**src/rtl/segment_scan_ctrl.sv**
```systemverilog
// segment_scan_ctrl: scan-phase sequencer and frame buffer for the 8-phase
// 7-segment display datapath. Odd phases are lit for one sub-period. Even
// (blank) phases are stretched to dim the display. New values arrive over a
// valid/ready handshake and are committed only at frame boundaries, so the
// display never tears.
//
// Build option: define SCAN_CLAMP_EN to saturate each 6-bit field of upd_data
// to 59 when it is captured. Without it the fields are stored raw.
module segment_scan_ctrl #(
    parameter int CLK_DIV = 1000,   // clock cycles per sub-period, >= 2
    parameter int DIV_W   = 16      // prescaler width, 2**DIV_W > CLK_DIV
) (
    input  logic        clock,
    input  logic        reset,
    input  logic        enable,
    input  logic [2:0]  brightness,
    input  logic        upd_valid,
    input  logic [11:0] upd_data,
    output logic        upd_ready,
    output logic [11:0] data_show,
    output logic [2:0]  byte_status,
    output logic        phase_tick,
    output logic        frame_start
);

    localparam logic [DIV_W-1:0] DIV_LAST = DIV_W'(CLK_DIV - 1);

    logic [DIV_W-1:0] div_cnt_q,     div_cnt_d;
    logic [2:0]       sub_cnt_q,     sub_cnt_d;
    logic [2:0]       byte_status_q, byte_status_d;
    logic [2:0]       bright_q,      bright_d;
    logic             phase_tick_q,  phase_tick_d;
    logic             frame_start_q, frame_start_d;
    logic             enable_q,      enable_d;
    logic [11:0]      pend_q,        pend_d;
    logic             pend_full_q,   pend_full_d;
    logic [11:0]      data_show_q,   data_show_d;

    logic       sub_tick;
    logic [3:0] phase_len;
    logic       phase_last;
    logic       frame_wrap;
    logic       enable_rise;
    logic       accept;
    logic       commit;
    logic [11:0] pend_in;

    // Timing decodes: end of sub-period, end of phase, end of frame.
    always_comb begin
        sub_tick    = enable && (div_cnt_q == DIV_LAST);
        // Odd phases are lit for one sub-period; even phases last 8-bright_q.
        phase_len   = byte_status_q[0] ? 4'd1 : (4'd8 - {1'b0, bright_q});
        phase_last  = sub_tick && ({1'b0, sub_cnt_q} == (phase_len - 4'd1));
        frame_wrap  = phase_last && (byte_status_q == 3'd7);
        enable_rise = enable && !enable_q;
        accept      = upd_valid && !pend_full_q;
        // Only a full buffer commits, and only a non-full one accepts, so
        // the two never compete for pend in the same cycle.
        commit      = pend_full_q && (!enable || frame_wrap);
    end

    // Field shaping applied as data is captured into the pending buffer.
    always_comb begin
`ifdef SCAN_CLAMP_EN
        pend_in[11:6] = (upd_data[11:6] > 6'd59) ? 6'd59 : upd_data[11:6];
        pend_in[5:0]  = (upd_data[5:0]  > 6'd59) ? 6'd59 : upd_data[5:0];
`else
        pend_in = upd_data;
`endif
    end

    // Next-state logic for the scan counters, brightness latch and buffers.
    always_comb begin
        // NOTE: every variable gets a default first so no path leaves it
        // unassigned; a missing default here would infer a latch.
        div_cnt_d     = div_cnt_q;
        sub_cnt_d     = sub_cnt_q;
        byte_status_d = byte_status_q;
        bright_d      = bright_q;
        phase_tick_d  = phase_last;
        frame_start_d = frame_wrap;
        enable_d      = enable;
        pend_d        = pend_q;
        pend_full_d   = pend_full_q;
        data_show_d   = data_show_q;

        if (!enable) begin
            // Halted: hold the scan at phase 0 with the display blank.
            div_cnt_d     = '0;
            sub_cnt_d     = '0;
            byte_status_d = '0;
        end else begin
            div_cnt_d = sub_tick ? '0 : div_cnt_q + DIV_W'(1);
            if (phase_last) begin
                sub_cnt_d     = '0;
                byte_status_d = byte_status_q + 3'd1;
            end else if (sub_tick) begin
                sub_cnt_d = sub_cnt_q + 3'd1;
            end
        end

        // Brightness only changes at a frame edge or a scan restart.
        if (enable_rise || frame_wrap) begin
            bright_d = brightness;
        end

        if (commit) begin
            data_show_d = pend_q;
            pend_full_d = 1'b0;
        end else if (accept) begin
            pend_d      = pend_in;
            pend_full_d = 1'b1;
        end
    end

    // State registers; reset clears everything, discarding pending data.
    always_ff @(posedge clock or posedge reset) begin
        if (reset) begin
            div_cnt_q     <= '0;
            sub_cnt_q     <= '0;
            byte_status_q <= '0;
            bright_q      <= '0;
            phase_tick_q  <= 1'b0;
            frame_start_q <= 1'b0;
            enable_q      <= 1'b0;
            pend_q        <= '0;
            pend_full_q   <= 1'b0;
            data_show_q   <= '0;
        end else begin
            // NOTE: non-blocking assignments so every register samples the
            // pre-edge values computed above, independent of statement order.
            div_cnt_q     <= div_cnt_d;
            sub_cnt_q     <= sub_cnt_d;
            byte_status_q <= byte_status_d;
            bright_q      <= bright_d;
            phase_tick_q  <= phase_tick_d;
            frame_start_q <= frame_start_d;
            enable_q      <= enable_d;
            pend_q        <= pend_d;
            pend_full_q   <= pend_full_d;
            data_show_q   <= data_show_d;
        end
    end

    assign upd_ready   = ~pend_full_q;
    assign data_show   = data_show_q;
    assign byte_status = byte_status_q;
    assign phase_tick  = phase_tick_q;
    assign frame_start = frame_start_q;

endmodule

```
**config.mk**
```make
export PLATFORM = sky130hd
export DESIGN_NAME = segment_scan_ctrl
export DESIGN_NICKNAME = d
export VERILOG_FILES = /design/src/rtl/segment_scan_ctrl.sv
export SDC_FILE = /design/constraint.sdc
export NUM_CORES = 1
export LEC_CHECK = 0
export CORE_MARGIN = 4
export CORE_UTILIZATION = 38
export CTS_CLUSTER_SIZE = 40
export DETAILED_ROUTE_END_ITERATION = 8
export GPL_ROUTABILITY_DRIVEN = 0
export GPL_TIMING_DRIVEN = 1
export MAX_ROUTING_LAYER = met4
export PLACE_DENSITY = 0.71
export RECOVER_POWER = 25
export SLEW_MARGIN = 20
export SYNTH_ARGS = -nofsm -noshare
export SYNTH_HDL_FRONTEND = slang
export SYNTH_SLANG_ARGS = --single-unit
```
**constraint.sdc**
```tcl
create_clock -name clock -period 3.3 [get_ports clock]
set_clock_uncertainty 0.15 [all_clocks]
set_input_delay 0.825 -clock clock [delete_from_list [all_inputs] [get_ports clock]]
set_output_delay 0.825 -clock clock [all_outputs]
set_load 0.01 [all_outputs]
```
**Word level (Yosys, flattened, before mapping)**

Cells that the tools add are included.

- Add/subtract/negate cells: 5
- Multiply operators: 0
- Divide/modulo/power cells: 0
- $lt $le $gt $ge: 0
- Equality and inequality tests: 5
- Shift operators: 0
- Muxes and demuxes: 10
- Bitwise logic cells: 2
- Reductions and logical operators: 13

Operators with widths:

| cell | number |
|---|---|
| 16-bit 2-to-1 mux | 2 |
| 16-bit by 1-bit adder with 16-bit output, second input constant | 1 |
| 16-bit by 10-bit == test with 1-bit output, second input constant | 1 |
| 3-bit 2-to-1 mux | 5 |
| 3-bit by 1-bit adder with 3-bit output, second input constant | 2 |
| 1-bit logical AND | 6 |
| 3-bit by 4-bit == test with 1-bit output | 1 |
| 4-bit 2-to-1 mux | 1 |
| 4-bit by 1-bit subtractor with 4-bit output, second input constant | 1 |
| 4-bit by 3-bit subtractor with 4-bit output, first input constant | 1 |
| 3-bit == test, second input constant | 1 |
| 1-bit zero test | 3 |
| 3-bit by 1-bit != test with 1-bit output, second input constant | 1 |
| 1-bit logical OR | 2 |
| 1-bit 2-to-1 mux | 2 |
| 2-bit by 1-bit != test with 1-bit output, second input constant | 1 |
| 1-bit inverter | 2 |
| 2-bit AND reduction | 1 |
| 2-bit nonzero test | 1 |

- Bits in registers: 53
- Latch bits: 0
- Bits in writable memories: 0
- Bits in read-only memories: 0
- Output and inout bits: 18
- Logic and storage cells: 45
- Memories kept: 0

**Longest topological paths before layout**

Gate-level depths: netlist of run 1.

- Depth in word-level cells: 10
- Depth in mapped cells: 10
- Depth with buffers taken out: 9

**Worst setup path before layout of run 1**

OpenSTA, ideal clock, no wires.

- Path type: reg-to-reg
- Start point: register bright_q[0]
- End point: register data_show_q[0] (netlist: data_show[0])
- Library setup time: 0.125 ns
- Arrival time: 2.694 ns
- Required time: 3.025 ns
- Path slack: 0.331 ns
- Stages on the path, launching flop included: 11
- Path buffers: 1
- Clock period less this slack: 2.969 ns
- Cell sequence: dfrtp_1 -> inv_1 -> ha_1 -> nand2b_1 -> ha_1 -> xnor2_1 -> or3_1 -> a2111o_1 -> o31a_1 -> buf_6 -> mux2_4

- Cells in the longest elaborated chain, start to end: 8

RTL lines:

| item | RTL line | source |
|---|---|---|
| start: declaration | 31 | `logic [2:0] bright_q, bright_d;` |
| start signal: assignment | 135 | `bright_q <= bright_d;` |
| 4-bit by 3-bit subtractor with 4-bit output | 52 | `phase_len = byte_status_q[0] ? 4'd1 : (4'd8 - {1'b0, bright_q});` |
| 4-bit 2-to-1 mux | 52 |  |
| 4-bit by 1-bit subtractor with 4-bit output | 53 | `phase_last = sub_tick && ({1'b0, sub_cnt_q} == (phase_len - 4'd1));` |
| 3-bit by 4-bit == test with 1-bit output | 53 |  |
| 1-bit logical AND | 53 |  |
| 1-bit logical AND | 54 | `frame_wrap = phase_last && (byte_status_q == 3'd7);` |
| 1-bit logical OR | 59 | `commit = pend_full_q && (!enable \|\| frame_wrap);` |
| 1-bit logical AND | 59 |  |
| end signal: assignment | 141 | `data_show_q <= data_show_d;` |
| end: declaration | 37 | `logic [11:0] data_show_q, data_show_d;` |

No other way between the ends.
A chain may end at the register's enable or synchronous reset.

**Final worst setup path of run 1**

- Start point: register bright_q[0]
- End point: register bright_q[2]

- Cells in the longest elaborated chain, start to end: 7

RTL lines:

| item | RTL line | source |
|---|---|---|
| 4-bit by 3-bit subtractor with 4-bit output | 52 |  |
| 4-bit 2-to-1 mux | 52 |  |
| 4-bit by 1-bit subtractor with 4-bit output | 53 |  |
| 3-bit by 4-bit == test with 1-bit output | 53 |  |
| 1-bit logical AND | 53 |  |
| 1-bit logical AND | 54 |  |
| 1-bit logical OR | 103 | `if (enable_rise \|\| frame_wrap) begin` |

No other way between the ends.

==> metrics.md, run 1 <==
| Metric | Value |
|---|---|
| Final period utilization | 93.3% |
| Count of final hold-check violations | 0 |
| Final setup fails | 0 |
| Min-Delay Path Class | register to register |
| Mapped Area | 2430 sq um |
| Net Count, Synth | 226 |
| Die width | 88.0 um |
| Largest net degree at the start of global routing | 31 |
| Initial Util | 40.1% |
| I/O pin count | 37 |
| Largest cells by area after synthesis | dfrtp_1 (55%), mux2_2 (7.9%), mux2_4 (5.6%) |
| CP max-delay cell | a2111o_1 |
| CTS Buf Count | 5 |
| Clk pin slew, worst setup/hold paths | 0.10 ns |
| Max-cap violations | 0 |
| Die height | 88.0 um |
| Placed cell area | 2890 sq um |
| Highest Clock Rate | 325 MHz |
| Worst Tran Pin Value | 1.06 ns |
| Drt pass-1 iters | 4 |
| Starting DRC count in detailed routing | 131 |
| Fin. max-slew vios | 0 |
| Crit path top cell by count | ha_1 |
| Total power | 1700 uW |
| Port-buffer cells | 36 |
| Post-layout instance area | 3010 sq um |
| Clock Sinks | 53 |
| Sequential area share after synthesis | 54.6% |
| Syn_area_per_cell | 12.1 sq um |
| Total grt overflow | 0 |
| Static leakage power | 0.00135 uW |
| Drt drc | 0 |
| Startpoint types | register |
| Hold wc startpoint | div_cnt_q[0]$_DFF_PP0_ |
| Vias in the first global route | 1,624 |
| Synth cell types | 34 |
| Antenna diodes | 0 |
| Clk Latency, worst-skew pair | 0.31 ns |
| DP Cell Count | 311 |
| TNS Setup | 0 ns |
| Vias | 1,633 |
| Ys async rst share | 100% |
| DR vias/cell | 5.12 |
| Cell row count | 28 |
| Gr usage total | 13.0% |
| Outcome | finished clean |
| Critical Path Max Stage Delay | 0.47 ns |
| EDFF count, synth | 0 |
| First-pass GRT wire length | 7670 um |
| Final wirelength | 4380 um |
| Core area | 6060 sq um |
| R2r startpoint | bright_q[0]$_DFFE_PP0P_ |
| Flop and latch count out of synthesis | 53 |
| Clock root buffer | clkbuf_8 |
| RSZ-0062 raised after global routing | no |
| Main flop type after synthesis | dfrtp_1 |
| Yosys top cell area share | 54.6% |
| Most common cell in the netlist | dfrtp_1 |
| Max IR drop VDD | 0.000339 V |
| DP Wirelength | 3190 um |
| Top cell type by total area after synthesis | dfrtp_1 |
| Crit path DAT | 3.13 ns |
| Routed len/inst | 13.7 um |
| Setup crit start | bright_q[0]$_DFFE_PP0P_ |
| Synth Instances | 201 |
| Worst setup path class | register to register |
| FF-to-FF setup slack | 0.22 ns |
| Commonest cells post-synth | dfrtp_1 (53), mux2_2 (17), nor2_1 (17) |
| Critical Path Fanout Max | 6 |
| Htree depth | 2 |
| Antenna violations before repair | 0 |
| CTS Buffer Depth | 2 |
| Power per standard cell area | 566 nW/um^2 |
| Ratio of cells with drive above 1 in the final layout | 15.6% |
| Nets | 268 |
| Worst EP required | 3.35 ns |
| Postcts setup bufs | 0 |
| Rel. slew slack | 29.0% |
| Critical Path End Type | register |
| Synth-to-layout area growth | 23.7% |
| Final min period | 3.08 ns |
| Min Hold Slack | 0.318 ns |
| Die area | 7740 sq um |
| Finished Layout Cells | 319 |
| DRT antenna net count | 0 |
| Synth Warn # | 0 |
| Critical path, cell by cell | inv_1 -> ha_1 -> nand2b_1 -> ha_1 -> xnor2_1 -> or3_1 -> a2111o_1 -> o21ai_0 -> mux2_2 |
| TritonCTS clock tree | built |
critical path: cells and delay by family, from the launching register on:
kind	cells	cell delay (ns)
compound gates	2	0.86
xor+xnor	1	0.13
fa+ha+maj	2	0.51
buf+inv	1	0.06
flops	1	0.42
mux	1	0.39
simple gates	2	0.46
report_power, final:
group,internal (uW),leakage (uW),switching (uW),total (uW)
logic,272,0.000617,149,421
registers,761,0.000673,70.2,831
clock network,228,0.0000585,221,448
stage by stage:
step | setup slack [ns] | utilization (%)
final | 0.220 | 49.6
after global routing | 0.0159 | 49.6
after CTS | 0.0439 | 49.5
after detailed placement | 0.0765 | 47.6
after global placement | 0.135 | 47.6
after floorplan | 0.331 | -
cell usage in the layout (no fill, tap or decap), types with 2 or more instances in the layout:
cell type	count
o21ai_0	6
inv_1	9
nor2b_1	2
nand2b_1	4
mux2_4	9
clkdlybuf4s50_1	35
nand3b_1	2
nor2_1	17
nand4_1	6
clkbuf_8	5
or3_1	6
buf_4	3
mux2_2	17
a21oi_1	2
xor2_1	11
nor4_1	3
ha_1	6
nand3_1	5
nand2_1	8
xnor2_1	7
mux2i_1	2
dfrtp_1	53
and3_1	7
a32o_1	2
layer usage:
layer	GRT usage, %	up-vias	share of wire (%)
met5	-	-	0
met3	3.76	6	5.4
met2	18.7	41	44
met1	18.1	798	50
li1	-	788	-
met4	3.35	0	0.96
state kept, by name, summed over array words and instances (netlist names):
signal,cells
byte_status,3
pend_q,12
sub_cnt_q,3
div_cnt_q,16
phase_tick,1
bright_q,3
pend_full_q,1
data_show,12
enable_q,1
frame_start,1
final timing paths:
| check | end | depth (start not counted) |
|---|---|---|
| min in group asynchronous | data_show[1]$_DFFE_PP0P_ | 2 |
| min | div_cnt_q[0]$_DFF_PP0_ | 1 |
| min reg2reg | div_cnt_q[0]$_DFF_PP0_ | 1 |
| max in group asynchronous | byte_status[0]$_DFFE_PP0P_ | 3 |
| max reg2reg | bright_q[2]$_DFFE_PP0P_ | 9 |
| max | bright_q[2]$_DFFE_PP0P_ | 9 |
cell families after synthesis:
group                      count (synthesis)  share of synthesized area, %
AOI/OAI and AO/OA                         16                          4.53
xor gates and xnor gates                  18                          6.49
adders and majority gates                  6                          3.09
buffers and inverters                     14                          2.47
DFF                                       53                          54.6
muxes                                     28                          14.3
and+or+nand+nor                           66                          14.6
what timing repair did:
action                                  4_1_cts  5_1_grt
endpoints found under the setup margin        0       12
hold buffers                                  0        0
gates resized for setup                       0        2
cell type report:
| cell class | instances | area, sq um |
|---|---|---|
| clock buffers | 5 | 68.8 |
| inverters | 9 | 33.8 |
| repair buffers | 40 | 387 |
| flip-flops and latches | 53 | 1330 |
| well taps | 75 | 93.8 |
| clock inverters | 3 | 43.8 |
| fillers | 536 | 3060 |
| multi-input cells | 134 | 1050 |
No activity file was read; power rests on OpenSTA's default activity.
==> run 2, diff against run 1 <==
--- a/config.mk
+++ b/config.mk
@@ -10,7 +10,7 @@
 export CTS_CLUSTER_SIZE = 40
 export DETAILED_ROUTE_END_ITERATION = 8
 export GPL_ROUTABILITY_DRIVEN = 0
-export GPL_TIMING_DRIVEN = 1
+export GPL_TIMING_DRIVEN = 0
 export MAX_ROUTING_LAYER = met4
 export PLACE_DENSITY = 0.71
 export RECOVER_POWER = 25
==> run 2 against run 1 <==
- sequential power shrank 1%
- combinational power up 2%
- wire length grew 0.41%
- register-to-register slack worse by 0.05 ns
- cell count is 0.94% higher
- final area down 0.87%
- utilization down 0.43 points
- critical endpoint is now data_show[8]$_DFFE_PP0P_
- highest routed layer unchanged
==> metrics.md, run 2 (same netlist as run 1, synthesis figures left out) <==
| Metric | Value |
|---|---|
| Outcome | finished clean |
| RSZ-0062 raised after global routing | no |
| Hold wc startpoint | div_cnt_q[0]$_DFF_PP0_ |
| Initial Util | 40.1% |
| Largest Register | div_cnt_q |
| Antenna diodes | 0 |
| Final min period | 3.13 ns |
| Final wirelength | 4400 um |
| Static leakage power | 0.00132 uW |
| Antenna violations before repair | 0 |
| Clock Sinks | 53 |
| DRT antenna net count | 0 |
| Die height | 88.0 um |
| Gr usage total | 13.0% |
| Clk pin slew, worst setup/hold paths | 0.09 ns |
| Clk Latency, worst-skew pair | 0.30 ns |
| Min Hold Slack | 0.319 ns |
| Htree depth | 2 |
| Total power | 1600 uW |
| Max reg flops | 16 |
| Worst EP required | 3.33 ns |
| Vias | 1,642 |
| Startpoint types | register |
| Drt drc | 0 |
| Clock root buffer | clkbuf_8 |
| Sequential share of power | 51.4% |
| Final setup fails | 0 |
| I/O pin count | 37 |
| Count of final hold-check violations | 0 |
| Max IR drop VDD | 0.000392 V |
| Most frequent cells in the layout | dfrtp_1 (53), clkdlybuf4s50_1 (34), nor2_1 (17), mux2_2 (17), xor2_1 (11) |
| Min-Delay Path Class | register to register |
| Clock power frac | 21.7% |
| Commonest non-fill, non-tap cell in the layout | dfrtp_1 |
| Final period utilization | 94.9% |
| TNS Setup | 0 ns |
| Combinational Power Share | 26.9% |
| Cell row count | 28 |
| Switch Pwr | 415 uW |
| FF-to-FF setup slack | 0.17 ns |
| Post-CTS Hold Fix Bufs | 0 |
| Critical Path End Type | register |
| Max-cap violations | 0 |
| DR vias/cell | 5.10 |
| Total grt overflow | 0 |
| Routed len/inst | 13.7 um |
| Nets | 271 |
| Rel. slew slack | 43.9% |
| Reg2reg path depth | 10 |
| Starting DRC count in detailed routing | 78 |
| Largest net degree at the start of global routing | 32 |
| Die area | 7740 sq um |
| Ratio of cells with drive above 1 in the final layout | 14.6% |
| DP Cell Count | 313 |
| Die width | 88.0 um |
| Pint | 1180 uW |
| Fin. max-slew vios | 0 |
| Highest Clock Rate | 319 MHz |
| Crit path DAT | 3.16 ns |
| R2r startpoint | bright_q[1]$_DFFE_PP0P_ |
| Port-buffer cells | 36 |
| DP Wirelength | 3230 um |
| Worst setup path class | register to register |
| Worst Tran Pin Value | 0.841 ns |
| Sw frac | 26.0% |
| Power per standard cell area | 536 nW/um^2 |
| CTS Buf Count | 5 |
| Finished Layout Cells | 322 |
| Synth-to-layout area growth | 22.6% |
| Critical Path Fanout Max | 10 |
| Drt pass-1 iters | 4 |
| TritonCTS clock tree | built |
| First-pass GRT wire length | 7670 um |
| Setup crit start | bright_q[1]$_DFFE_PP0P_ |
| Core area | 6060 sq um |
| CTS Buffer Depth | 2 |
| Hold depth | 1 |
| Vias in the first global route | 1,688 |
run 2: repair_timing:
| action | 4_1_cts | 5_1_grt |
|---|---|---|
| setup buffers | 0 | 1 |
| resized for setup | 0 | 0 |
| endpoints found under the setup margin | 0 | 9 |
run 2: final cells by class:
type	instances	area [sq um]
buffer	5	26.3
clock buffer	6	72.6
clock inverter	2	10.0
fill	553	3080
inverter	9	33.8
multi-input combinational	134	1040
sequential	53	1330
tap	75	93.8
timing repair buffer	38	373
run 2: final timing paths:
check | to
max | data_show[8]$_DFFE_PP0P_
min | div_cnt_q[0]$_DFF_PP0_
max reg2reg | data_show[8]$_DFFE_PP0P_
min reg2reg | div_cnt_q[0]$_DFF_PP0_
max in group asynchronous | data_show[10]$_DFFE_PP0P_
min in group asynchronous | div_cnt_q[6]$_DFF_PP0_
run 2: critical path, cell delays in order, from the launching register on:
cell and delay (ns):
dfrtp_1 0.35, inv_1 0.08, ha_1 0.33, nand2b_1 0.07
ha_1 0.20, xnor2_1 0.13, or3_1 0.39, a2111o_1 0.47
o31a_1 0.36, buf_6 0.18, mux2_4 0.30
run 2: routing by layer:
metal  track usage (%)  wire length (um)  vias to the layer above
met5                 -                 0                        -
met4              3.91                59                        0
met3              3.67               292                        9
met2              20.3              1950                       54
met1              16.4              2100                      783
li1                  -                 -                      796
run 2: power by group through the flow:
stage               clock network, uW  registers, uW  logic, uW
floorplan                           0            855        209
global placement                    0            834        420
detailed placement                  0            832        433
CTS                               362            823        436
global route                      385            838        469
finish                            346            820        429
run 2: per-stage QoR:
step | worst slack (ns) | instance area [sq um] | util, %
6_report | 0.168 | 2980 | 49.2
5_1_grt | 0.0268 | 2980 | 49.2
4_1_cts | 0.110 | 2990 | 49.3
3_5_place_dp | 0.129 | 2900 | 47.9
3_3_place_gp | 0.0450 | 2880 | 47.6
2_1_floorplan | 0.331 | 2430 | -
